## src/rtl/ecc_70_err_collect.sv

```systemverilog
// ecc_70_err_collect
//
// Read-side collector for the 70-bit ECC path. Corrected words and their
// error flags pass through a 2-entry skid buffer. Error events on accepted
// words feed saturating counters, sticky status bits, a first-uncorrectable
// address capture and a level interrupt.
//
// Ports
//   clk, rst_n       clock, asynchronous active-low reset
//   in_vld/in_rdy    upstream handshake; in_addr, in_data, in_sbit_err,
//                    in_dbit_err, in_ecc_fault travel with in_vld
//   out_vld/out_rdy  downstream handshake; out_data, out_err travel with out_vld
//   clr              synchronous clear of counters, sticky bits and capture
//   irq_en           interrupt enables {fault, dbit, sbit}
//   sbit_cnt, dbit_cnt, fault_cnt   saturating event counters
//   err_sticky       sticky {fault, dbit, sbit}
//   first_err_addr/first_err_vld    first dbit-or-fault address since clear
//   irq              registered interrupt level
//
// Handshake: a transfer happens on a rising clk edge where valid and ready
// are both 1. A source holds valid and its payload stable until that edge;
// ready never depends combinationally on valid in the same cycle.

module ecc_70_err_collect #(
    parameter int DATA_WIDTH = 70,
    parameter int ADDR_WIDTH = 8,
    parameter int CNT_WIDTH  = 16
) (
    input  logic                  clk,
    input  logic                  rst_n,
    input  logic                  in_vld,
    output logic                  in_rdy,
    input  logic [ADDR_WIDTH-1:0] in_addr,
    input  logic [DATA_WIDTH-1:0] in_data,
    input  logic                  in_sbit_err,
    input  logic                  in_dbit_err,
    input  logic                  in_ecc_fault,
    output logic                  out_vld,
    input  logic                  out_rdy,
    output logic [DATA_WIDTH-1:0] out_data,
    output logic [1:0]            out_err,
    input  logic                  clr,
    input  logic [2:0]            irq_en,
    output logic [CNT_WIDTH-1:0]  sbit_cnt,
    output logic [CNT_WIDTH-1:0]  dbit_cnt,
    output logic [CNT_WIDTH-1:0]  fault_cnt,
    output logic [2:0]            err_sticky,
    output logic [ADDR_WIDTH-1:0] first_err_addr,
    output logic                  first_err_vld,
    output logic                  irq
);

    // Buffer entry layout: {dbit|fault, sbit, data}
    localparam int EW = DATA_WIDTH + 2;

    logic [EW-1:0] ent0, ent1;
    logic          wr_ptr, rd_ptr;
    logic [1:0]    occ, occ_nxt;
    logic          in_rdy_q;
    logic          push, pop;
    logic [EW-1:0] in_word, head;

    assign push    = in_vld & in_rdy_q;
    assign pop     = (occ != 2'd0) & out_rdy;
    assign in_word = {in_dbit_err | in_ecc_fault, in_sbit_err, in_data};
    assign head    = rd_ptr ? ent1 : ent0;

    assign in_rdy   = in_rdy_q;
    assign out_vld  = (occ != 2'd0);
    assign out_data = head[DATA_WIDTH-1:0];
    assign out_err  = head[EW-1 -: 2];

    always_comb begin
        occ_nxt = occ;
        case ({push, pop})
            2'b10:   occ_nxt = occ + 2'd1;
            2'b01:   occ_nxt = occ - 2'd1;
            default: occ_nxt = occ;
        endcase
    end

    // in_rdy is taken from the next occupancy, so out_rdy only reaches
    // in_rdy through this register.
    always_ff @(posedge clk or negedge rst_n) begin
        if (!rst_n) begin
            ent0     <= '0;
            ent1     <= '0;
            wr_ptr   <= 1'b0;
            rd_ptr   <= 1'b0;
            occ      <= 2'd0;
            in_rdy_q <= 1'b1;
        end else begin
            if (push) begin
                if (wr_ptr) ent1 <= in_word;
                else        ent0 <= in_word;
                wr_ptr <= ~wr_ptr;
            end
            if (pop) rd_ptr <= ~rd_ptr;
            occ      <= occ_nxt;
            in_rdy_q <= (occ_nxt != 2'd2);
        end
    end

    // Events only exist on accepted words; flags are ignored otherwise.
    logic       ev_s, ev_d, ev_f, ev_u;
    logic [2:0] ev_vec;

    assign ev_s   = push & in_sbit_err;
    assign ev_d   = push & in_dbit_err;
    assign ev_f   = push & in_ecc_fault;
    assign ev_u   = ev_d | ev_f;
    assign ev_vec = {ev_f, ev_d, ev_s};

    // A clear in the same cycle as an event leaves that event counted once.
    function automatic logic [CNT_WIDTH-1:0] cnt_next(
        input logic [CNT_WIDTH-1:0] cnt,
        input logic                 ev,
        input logic                 clear
    );
        logic [CNT_WIDTH-1:0] res;
        res = cnt;
        if (clear)
            res = ev ? CNT_WIDTH'(1) : '0;
        else if (ev && (cnt != '1))
            res = cnt + CNT_WIDTH'(1);
        return res;
    endfunction

    always_ff @(posedge clk or negedge rst_n) begin
        if (!rst_n) begin
            sbit_cnt       <= '0;
            dbit_cnt       <= '0;
            fault_cnt      <= '0;
            err_sticky     <= 3'b000;
            first_err_addr <= '0;
            first_err_vld  <= 1'b0;
            irq            <= 1'b0;
        end else begin
            sbit_cnt  <= cnt_next(sbit_cnt,  ev_s, clr);
            dbit_cnt  <= cnt_next(dbit_cnt,  ev_d, clr);
            fault_cnt <= cnt_next(fault_cnt, ev_f, clr);

            err_sticky <= clr ? ev_vec : (err_sticky | ev_vec);

            if (clr) begin
                first_err_vld  <= ev_u;
                first_err_addr <= ev_u ? in_addr : '0;
            end else if (!first_err_vld && ev_u) begin
                first_err_vld  <= 1'b1;
                first_err_addr <= in_addr;
            end

            // Built from the sticky register, so irq trails the event by a cycle.
            irq <= |(err_sticky & irq_en);
        end
    end

endmodule

```

## config.mk

```make
export PLATFORM = sky130hd
export DESIGN_NAME = ecc_70_err_collect
export DESIGN_NICKNAME = d
export VERILOG_FILES = /design/src/rtl/ecc_70_err_collect.sv
export SDC_FILE = /design/constraint.sdc
export NUM_CORES = 1
export LEC_CHECK = 0
export ABC_AREA = 1
export BUFFER_PORTS_ARGS = -buffer_cell sky130_fd_sc_hd__buf_4
export CORE_ASPECT_RATIO = 1.75
export CORE_MARGIN = 10
export CORE_UTILIZATION = 49
export CTS_CLUSTER_SIZE = 12
export DETAILED_ROUTE_END_ITERATION = 10
export PLACE_DENSITY = 0.81
export SYNTH_ARGS = -nofsm -noshare
export SYNTH_HDL_FRONTEND = slang
export SYNTH_SLANG_ARGS = --single-unit
export TNS_END_PERCENT = 1
```

## constraint.sdc

```tcl
create_clock -name clk -period 1.65 [get_ports clk]
set_input_delay 0.33 -clock clk [delete_from_list [all_inputs] [get_ports clk]]
set_output_delay 0.33 -clock clk [all_outputs]
set_load 0.1 [all_outputs]
```

==> run_results.csv <==
group,metric,value,unit
routing,via_count,9461,
sta,worst_pin_slew,0.490,ns
finish,diodes,0,
sta,relSlewSlack,0.673,
clocking,clk_root_buffer_cell,"clkbuf_16",
worst_hold_path,whs_path_depth,3,
routing,postRouteAntennaNets,0,
logic_synthesis,netlist.area_leader.share,0.531,
global_route,grt.overflow.total,0,
clocking,cts_num_sinks,210,
worst_setup_path,reg2regPathDepth,6,
clocking,clock_latency,0.48,ns
logic_synthesis,async_reset_ff_frac,1.00,
worst_hold_path,worstHoldStart,"irq_en[2]",
finish,layout-drive-gt1-share,0.294,
routing,drt_iter0_markers,833,
worst_setup_path,crit_fanout,15,
floorplanning,die_x,127,µm
floorplanning,dieArea,0.0264,mm²
logic_synthesis,syn_inst,1273,
sta,setup_viol,73,
sta,fin_skew,0.00681,ns
finish,mostFrequentLayoutCells,"nand2_1, buf_4, dfrtp_1",
sta,fin_crit_sh,1.20,
logic_synthesis,synth_edf_count,0,
worst_setup_path,critPathKind,"reg2out",
global_route,antenna_found_initial,0,
place,dp_hpwl,19.6,mm
clocking,h-tree-depth,1,
routing,routed_wirelength,30.9,mm
logic_synthesis,synth_area,0.00985,mm²
clocking,cts_buffers,21,
place,io_buffers,223,
routing,vias_per_cell,5.35,
clocking,clk_pin_slew,0.06,ns
floorplanning,die_y,208,µm
sta,fmax,0.504,GHz
clocking,cts_buffer_depth,3,
worst_setup_path,arrival,1.65,ns
worst_setup_path,worst_setup_path_end_kind,"output pin",
job,drv_cap,0,
finish,regArea,0.00532,mm²
sta,drv_slew,0,
worst_setup_path,cp_slowest_stage_delay,0.50,ns
routing,routedWlPerCell,17.5,µm
finish,multi_input_area,0.00416,mm²
logic_synthesis,synth-seq-area-share,0.534,
place,gp_congestion,0.881,
worst_hold_path,whs_endpoint,"irq$_DFF_PN0_",
logic_synthesis,ys_warn_count,0,
routing,drc_errors,0,
logic_synthesis,synthTopCellsByArea,"dfrtp_1, nand2_1, o21ai_0",
global_route,grt_max_degree,89,
floorplanning,core-area,0.0197,mm²
logic_synthesis,yosys.cell_types.count,33,
finish,fillCellCount,1406,
sta,finalSetupTns,-21.97,ns
worst_setup_path,crit_slowest_cell,"dfrtp_2",
run_status,failed_checks,"negative setup slack",
run_status,status,"complete, but fails checks",
global_route,grt_first_pass_wirelength,48.3,mm
floorplanning,initial_core_util,0.499,
finish,final_common_cell,"nand2_1",
worst_setup_path,r2r-end,"ent1[52]$_DFFE_PN0P_",
sta,finalHoldViolations,0,
worst_setup_path,critPathLaunchType,"register",
sta,final.setup.worst_slack,-0.332,ns
clocking,cts_tree,"yes",
global_route,track_usage,0.218,
floorplanning,rows,68,
worst_setup_path,worstReg2RegStart,"in_rdy$_DFF_PN1_",
worst_setup_path,setup.worst_path.start,"rd_ptr$_DFFE_PN0P_",
worst_setup_path,crit_chain,"inv_8 > clkbuf_16 > nand2_1 > nand2_2 > buf_12",
routing,firstDrtPassIters,6,
logic_synthesis,syn_area_per_cell,7.74,µm²
finish,syn_to_final_growth,42.4,%
global_route,grt_pass1_vias,9367,
logic_synthesis,synth_largest_area_cell,"dfrtp_1",
logic_synthesis,ys.flop_type,"dfrtp_1",
floorplanning,io_pins,224,
worst_setup_path,required,1.32,ns
sta,fin_crit,1.98,ns
logic_synthesis,synth_fp_nets,1366,
worst_setup_path,r2r_slack,0.02,ns
logic_synthesis,ys_seq_elements,210,
sta,rsz0062_at_grt,"yes",
worst_hold_path,hold_class,"in2reg",
finish,nNetsFinal,1607,
==> per-layer routing <==
layer	vias to the layer above	track usage	share of wire
li1	4455	-	-
met2	437	0.396	0.53
met1	4502	0.244	0.37
met5	-	0	0
met4	0	0.0767	0.032
met3	67	0.0432	0.072
==> per-stage QoR <==
stage / hold WS [ns] / cells / instance area, µm² / setup WS [ns] / utilization
global placement: 0.312 / 1731 / 12200 / 0.0337 / 0.618
detailed placement: 0.319 / 1731 / 12200 / 0.0107 / 0.618
finish: 0.0596 / 1767 / 14000 / -0.332 / 0.711
global route: 0.0611 / 1767 / 14000 / -0.399 / 0.711
CTS: 0.0399 / 1763 / 13900 / -0.305 / 0.704
floorplan: 0.0344 / 1273 / 9970 / -0.311 / -
==> cells by family after synthesis <==
family,Yosys count,share of synthesized area
and+or+nand+nor,687,0.281
DFF,210,0.534
AOI/OAI and AO/OA,180,0.0942
buffers and inverters,176,0.0719
xor gates and xnor gates,16,0.0142
adders and majority gates,4,0.00508
==> timing repair <==
action | CTS | global route
hold endpoints to repair | 41 | 0
gates resized for setup | 288 | 22
buffers inserted | 0 | 1
gates cloned | 0 | 3
hold buffers | 1 | 0
setup endpoints to repair | 75 | 191
pin swaps | 0 | 9
==> cell usage after synthesis, types with 6 or more instances <==
cell and n:
nand2_1 538, dfrtp_1 209, o21ai_0 159, inv_1 115
nor2_1 58, nand3_1 49, clkbuf_1 32, nand4_1 23
buf_2 19, xor2_1 15, a21oi_1 11, or2_2 6
==> worst max path at each step <==
| stage | to | slack, ns | cells past startpoint |
|---|---|---|---|
| 2_1_floorplan | out_data[10] | -0.31 | 4 |
| 3_3_place_gp | fault_cnt[13]$_DFFE_PN0P_ | 0.03 | 6 |
| 3_5_place_dp | fault_cnt[9]$_DFFE_PN0P_ | 0.01 | 6 |
| 4_1_cts | out_data[10] | -0.30 | 5 |
| 5_1_grt | out_data[30] | -0.40 | 4 |
| 6_report | out_data[32] | -0.33 | 5 |
==> worst max-delay path, delay by kind of cell, from the launching register on <==
family | cells | cell delay (ns)
and+or+nand+nor | 2 | 0.16
buffers and inverters | 3 | 0.51
DFF | 1 | 0.50
==> layout make-up <==
type / instances / share of cell area
sequential: 210 / 0.379
multi-input combinational: 887 / 0.296
timing repair buffer: 274 / 0.228
clock buffer: 31 / 0.0416
inverter: 120 / 0.0330
tap: 245 / 0.0219
==> sequential cells by signal (all words and copies together), names as in the netlist, 2 cells and up <==
signal          flops
first_err_addr      8
ent1               72
dbit_cnt           16
fault_cnt          16
occ                 2
ent0               72
err_sticky          3
sbit_cnt           16
Power is not shown: default switching activity piles up to over one toggle a cycle in this logic, so the estimate is an artifact.
